--- src/rtl/uart_bus_master.sv ---
`default_nettype none
// ============================================================================
// Module   : uart_bus_master
// Purpose  : Debug/loader bridge. Turns a serial byte command stream into
//            single-word accesses on the SoC valid/ready memory bus and sends
//            ACK/NAK/read-data bytes back to the UART transmitter.
//            Commands (multi-byte fields MSB first):
//              'W' addr[31:0] data[31:0] -> ACK_BYTE
//              'R' addr[31:0]            -> rdata[31:24] .. rdata[7:0]
//              other opcode              -> NAK_BYTE
// Ports    : clk, resetn            clock, synchronous active-low reset
//            rx_valid, rx_data      received-byte strobe and byte
//            tx_valid, tx_data,
//            tx_ready               outgoing byte handshake
//            mem_valid, mem_ready,
//            mem_addr, mem_wstrb,
//            mem_wdata, mem_rdata   initiator side of the memory bus
//            busy                   high whenever the FSM is not idle
// Revision : 1.0 - initial release
// ============================================================================
module uart_bus_master #(
  parameter logic [31:0] RX_TIMEOUT  = 32'd1_000_000,
  parameter logic [15:0] BUS_TIMEOUT = 16'd4096,
  parameter logic [7:0]  ACK_BYTE    = 8'h06,
  parameter logic [7:0]  NAK_BYTE    = 8'h15
) (
  input  logic        clk,
  input  logic        resetn,
  input  logic        rx_valid,
  input  logic [7:0]  rx_data,
  output logic        tx_valid,
  output logic [7:0]  tx_data,
  input  logic        tx_ready,
  output logic        mem_valid,
  input  logic        mem_ready,
  output logic [31:0] mem_addr,
  output logic [3:0]  mem_wstrb,
  output logic [31:0] mem_wdata,
  input  logic [31:0] mem_rdata,
  output logic        busy
);

  localparam logic [7:0] C_OP_WRITE = 8'h57;
  localparam logic [7:0] C_OP_READ  = 8'h52;

  typedef enum logic [2:0] {
    S_IDLE = 3'd0,
    S_ADDR = 3'd1,
    S_DATA = 3'd2,
    S_BUS  = 3'd3,
    S_RESP = 3'd4,
    S_GAP  = 3'd5
  } state_t;

  state_t      r_state;
  state_t      w_state_next;

  logic        r_is_write;
  logic [1:0]  r_byte_cnt;
  logic [31:0] r_addr;
  logic [31:0] r_wdata;
  logic        r_mem_valid;
  logic        r_issued;     // request already launched for this BUS visit
  logic [15:0] r_bus_cnt;
  logic [31:0] r_rx_cnt;
  logic [31:0] r_resp;       // outgoing bytes, current byte in [31:24]
  logic [2:0]  r_resp_left;

  logic        w_is_cmd;
  logic        w_last_byte;
  logic        w_rx_to;
  logic        w_bus_hit;
  logic        w_bus_to;

  assign w_is_cmd    = (rx_data == C_OP_WRITE) || (rx_data == C_OP_READ);
  assign w_last_byte = rx_valid && (r_byte_cnt == 2'd3);
  // A byte arriving on the expiry cycle keeps the command alive.
  assign w_rx_to     = (r_rx_cnt >= RX_TIMEOUT) && !rx_valid;
  assign w_bus_hit   = r_mem_valid && mem_ready;
  // Fires on the last allowed cycle of mem_valid; mem_ready on that same
  // cycle takes precedence through w_bus_hit.
  assign w_bus_to    = r_mem_valid && !mem_ready &&
                       (r_bus_cnt == BUS_TIMEOUT - 16'd1);

  // --------------------------------------------------------------------------
  // State register
  // --------------------------------------------------------------------------
  always_ff @(posedge clk) begin
    if (!resetn) begin
      r_state <= S_IDLE;
    end else begin
      r_state <= w_state_next;
    end
  end

  // --------------------------------------------------------------------------
  // Next-state and FSM-decoded outputs
  // --------------------------------------------------------------------------
  always_comb begin
    w_state_next = r_state;
    tx_valid     = 1'b0;
    busy         = (r_state != S_IDLE);
    case (r_state)
      S_IDLE: begin
        if (rx_valid) begin
          w_state_next = w_is_cmd ? S_ADDR : S_RESP;
        end
      end
      S_ADDR: begin
        if (w_last_byte) begin
          w_state_next = r_is_write ? S_DATA : S_BUS;
        end else if (w_rx_to) begin
          w_state_next = S_IDLE;
        end
      end
      S_DATA: begin
        if (w_last_byte) begin
          w_state_next = S_BUS;
        end else if (w_rx_to) begin
          w_state_next = S_IDLE;
        end
      end
      S_BUS: begin
        if (w_bus_hit || w_bus_to) begin
          w_state_next = S_RESP;
        end
      end
      S_RESP: begin
        tx_valid = 1'b1;
        if (tx_ready) begin
          w_state_next = S_GAP;
        end
      end
      S_GAP: begin
        w_state_next = (r_resp_left != 3'd0) ? S_RESP : S_IDLE;
      end
      default: begin
        w_state_next = S_IDLE;
      end
    endcase
  end

  // --------------------------------------------------------------------------
  // Datapath
  // --------------------------------------------------------------------------
  always_ff @(posedge clk) begin
    if (!resetn) begin
      r_is_write  <= 1'b0;
      r_byte_cnt  <= 2'd0;
      r_addr      <= 32'h0;
      r_wdata     <= 32'h0;
      r_mem_valid <= 1'b0;
      r_issued    <= 1'b0;
      r_bus_cnt   <= 16'h0;
      r_rx_cnt    <= 32'h0;
      r_resp      <= 32'h0;
      r_resp_left <= 3'd0;
    end else begin
      // Inter-byte idle counter, saturating.
      if (rx_valid) begin
        r_rx_cnt <= 32'h0;
      end else if (r_rx_cnt != 32'hFFFF_FFFF) begin
        r_rx_cnt <= r_rx_cnt + 32'd1;
      end

      case (r_state)
        S_IDLE: begin
          r_issued   <= 1'b0;
          r_byte_cnt <= 2'd0;
          if (rx_valid) begin
            r_is_write <= (rx_data == C_OP_WRITE);
            if (!w_is_cmd) begin
              r_resp      <= {NAK_BYTE, 24'h0};
              r_resp_left <= 3'd1;
            end
          end
        end
        S_ADDR: begin
          if (rx_valid) begin
            r_addr     <= {r_addr[23:0], rx_data};
            r_byte_cnt <= r_byte_cnt + 2'd1;
          end
        end
        S_DATA: begin
          if (rx_valid) begin
            r_wdata    <= {r_wdata[23:0], rx_data};
            r_byte_cnt <= r_byte_cnt + 2'd1;
          end
        end
        S_BUS: begin
          if (!r_issued) begin
            r_mem_valid <= 1'b1;
            r_issued    <= 1'b1;
            r_bus_cnt   <= 16'h0;
          end else if (w_bus_hit) begin
            r_mem_valid <= 1'b0;
            if (r_is_write) begin
              r_resp      <= {ACK_BYTE, 24'h0};
              r_resp_left <= 3'd1;
            end else begin
              r_resp      <= mem_rdata;
              r_resp_left <= 3'd4;
            end
          end else if (w_bus_to) begin
            r_mem_valid <= 1'b0;
            r_resp      <= {NAK_BYTE, 24'h0};
            r_resp_left <= 3'd1;
          end else begin
            r_bus_cnt <= r_bus_cnt + 16'd1;
          end
        end
        S_RESP: begin
          if (tx_ready) begin
            r_resp      <= {r_resp[23:0], 8'h00};
            r_resp_left <= r_resp_left - 3'd1;
          end
        end
        default: begin
        end
      endcase
    end
  end

  assign tx_data   = tx_valid ? r_resp[31:24] : 8'h00;
  assign mem_valid = r_mem_valid;
  assign mem_addr  = r_addr & 32'hFFFF_FFFC;
  assign mem_wstrb = (r_mem_valid && r_is_write) ? 4'hF : 4'h0;
  assign mem_wdata = r_wdata;

endmodule
`default_nettype wire

--- config.mk ---
export PLATFORM = sky130hd
export DESIGN_NAME = uart_bus_master
export DESIGN_NICKNAME = d
export VERILOG_FILES = /design/src/rtl/uart_bus_master.sv
export SDC_FILE = /design/constraint.sdc
export NUM_CORES = 1
export LEC_CHECK = 0
export CAP_MARGIN = 20
export CORE_ASPECT_RATIO = 1.1
export CORE_MARGIN = 4
export CORE_UTILIZATION = 40
export DETAILED_ROUTE_END_ITERATION = 10
export GPL_TIMING_DRIVEN = 0
export SLEW_MARGIN = 20
export SYNTH_ARGS = -nofsm -noshare
export SYNTH_HDL_FRONTEND = slang
export SYNTH_SLANG_ARGS = --single-unit
--- constraint.sdc ---
create_clock -name clk -period 2.4 [get_ports clk]
set_input_delay 0.6 -clock clk [delete_from_list [all_inputs] [get_ports clk]]
set_output_delay 0.6 -clock clk [all_outputs]
set_load 0.02 [all_outputs]
==> qor.csv, run 1 <==
metric;value;unit
status;completed;
clock.fmax;0.431;GHz
fin_crit_sh;96.6;%
p_leak;0.00359;µW
setup_ws;81.2;ps
post-route-min-period;2320;ps
cp.required;1800;ps
synthFlopType;dfxtp_1;
hold_start;r_resp[26]$_SDFFE_PN0P_;
path_clk_slew;60;ps
antenna_found_initial;0;
grt_first_pass_wirelength;31500;µm
core-area;0.0183;mm²
gp_congestion;0.783;
ctsLongestPathBuffers;2;
drive_gt1_share;11.5;%
tightest_slew;719;ps
gr-usage-all-layers;18.9;%
io_pins;124;
relSlewSlack;51.6;%
syn2layout_area_growth;29.1;%
hold_path.class;flop to flop;
rsz0062_at_grt;false;
finalMaxSlewViolations;0;
reg2reg_depth;8;
clk_latency;430;ps
fin_nets;1072;
die_x;138;µm
vias;6595;
cp-startpoint;r_state[0]$_SDFFE_PN0P_;
synth_top_area_share;41.8;%
ys_ff_latch;155;
cap_violations;0;
fin_hold_ws;447;ps
utilization;52.3;%
holdPathStages;2;
route.detailed.drc;0;
grt_remaining_overflow;0;
cts_made_buffers;17;
first_pass_iters;4;
fin_setup_tns;0;ps
hold_buffers;0;
cp-end-kind;output port;
start_util;40.5;%
ys_async_sr_fraction;0;%
p_total;6230;µW
dp_hpwl;14400;µm
cts_tree;yes;
drtAntennaViolNets;0;
reg2reg_from;r_bus_cnt[6]$_SDFFE_PN0P_;
r2r_end;r_resp[29]$_SDFFE_PN0P_;
whs_endpoint;r_resp[26]$_SDFFE_PN0P_;
rows;52;
startpoint_type;flop;
synth_top_cell_by_area;dfxtp_1;
finClkSkew;10.3;ps
yosysWarnings;0;
cp_max_fo;18;
seq_area_frac_synth;41.8;%
root_buffer;clkbuf_16;
h-tree-depth;4;
r2r_setup_slack;200;ps
vdd_drop_max;596;µV
synth.distinct_cells;63;
die-area;0.0208;mm²
powerDensity;649;mW/mm²
setup_violations;0;
clkSinkCount;155;
setup.worst_path.class;flop to output port;
synth.avg_cell_area;8.46;µm²
crit_arrival;1720;ps
fillerInstances;1799;
synth_edf_count;0;
synth_area;0.00743;mm²
grt_pass1_vias;6299;
drt_wl_total;19300;µm
grt_start_max_net_pins;19;
hold_viol;0;
dp_slack;-567;ps
drtIter0Drc;359;
synthCells;879;
port_buffers;120;
dieHeight;151;µm
via_per_inst;5.16;
wire_per_inst;15.1;µm
n_antenna_cell;0;
netlist_top_cells_area;dfxtp_1 42%, nand2_1 8.7%, a21boi_0 6.8%, buf_4 3.8%, nand3_1 3.4%;
-- cell usage after synthesis (2+ instances only) --
master and number:
nor2b_1 3, clkbuf_1 42, nor3_4 2, or2_2 2
o31a_1 2, xor2_1 4, mux2i_1 9, a22oi_1 20
o21a_1 3, and2_1 20, ha_1 6, o22ai_1 3
buf_6 9, a21oi_1 25, buf_4 38, nand4_1 19
o211a_1 23, o31ai_1 6, and4_1 9, a21oi_2 2
o211ai_1 7, o21ai_0 12, nand2_1 172, a211oi_1 5
nor3_1 3, nor2_1 30, or3_1 18, nor4_1 7
xnor2_1 13, inv_1 10, dfxtp_1 155, nand3_1 50
o21ai_1 17, nand3b_1 4, a31oi_1 10, a21boi_0 67
or4_1 8, buf_2 8, and3_1 4, a41o_1 2
nand2b_1 5, o2111ai_1 4
-- critical path, cell delays in order, from the launching register on --
cell and delay [ps]:
dfxtp_2 350, or3b_4 460, clkinv_8 110, and2_1 120
clkdlybuf4s15_2 260
-- power breakdown --
part | leakage (µW) | total, µW | internal (µW) | switching, µW
Clock | 0.000296 | 2770 | 1590 | 1180
Sequential | 0.00126 | 2720 | 2660 | 53.7
Combinational | 0.00204 | 744 | 345 | 399
-- cells in the final DEF (no fill, tap or decap), types with 18 or more instances in the layout --
| cell type | n |
|---|---|
| clkdlybuf4s50_1 | 107 |
| a21boi_0 | 67 |
| nand4_1 | 19 |
| or3_1 | 18 |
| nand3_1 | 50 |
| nor2_1 | 30 |
| nand2_1 | 172 |
| a22oi_1 | 20 |
| and2_1 | 20 |
| buf_4 | 41 |
| o211a_1 | 23 |
| a21oi_1 | 25 |
| dfxtp_1 | 152 |
| clkbuf_1 | 40 |
-- kinds of logic after synthesis --
kind of cell             after synthesis  synth area share, %
multiplexers                           9                 1.21
AND/OR/NAND/NOR                      365                 24.3
other                                  1               0.0505
XOR/XNOR                              17                 2.00
adder cells (fa/ha/maj)                7                 1.14
AO/OA/AOI/OAI                        217                 21.1
flip-flops                           155                 41.8
buffers and inverters                108                 8.43
-- per-layer routing --
layer	global-route usage, %	vias to the layer above	wire [µm]
li1	-	3378	-
met1	24.6	3074	8970
met2	32.2	126	9340
met3	4.05	17	796
met4	4.64	0	227
met5	0	-	0
-- per-stage QoR --
stage	cell area, µm²	cells
global placement	8940	1243
CTS	9580	1274
floorplan	7440	880
global route	9590	1277
finish	9590	1277
detailed placement	8940	1243
-- worst max-delay path by stage --
stage | endpoint | slack [ps]
after global placement | r_resp[29]$_SDFFE_PN0P_ | -560
after floorplan | tx_data[0] | 330
after global routing | r_addr[9]$_SDFFE_PN0P_ | 6
after detailed placement | r_resp[29]$_SDFFE_PN0P_ | -570
after CTS | tx_data[1] | 10
final | tx_data[4] | 80
-- cell type report --
cell class              instances  area (µm²)  share of cell area [%]
well taps                     243         304                    3.17
inverters                      11        53.8                   0.561
clock buffers                  19         443                    4.62
clock inverters                13         155                    1.62
multi-input cells             617        3730                    38.9
repair buffers                123        1210                    12.7
flip-flops and latches        155        3110                    32.4
plain buffers                  96         583                    6.08
-- state kept, by name (all words and copies together) (netlist names) --
register / flops
r_byte_cnt: 2
r_is_write: 1
mem_valid: 1
r_bus_cnt: 16
mem_wdata: 32
r_state: 3
r_resp_left: 3
r_issued: 1
r_addr: 32
r_resp: 32
r_rx_cnt: 32
-- repair_timing --
item                                    CTS  global route
hold endpoints to repair                  0             0
endpoints found under the setup margin   44            40
pin swaps                                 0             2
buffers inserted                          0             3
resized for setup                        33            12
No activity file was read; power rests on OpenSTA's default activity.
==> run 2: changes to the inputs <==
Settings changed: ABC_CLOCK_PERIOD_IN_PS from default to 2400.
==> results of run 2 <==
The final DEF is identical to that of run 1; final timing and power are the same.
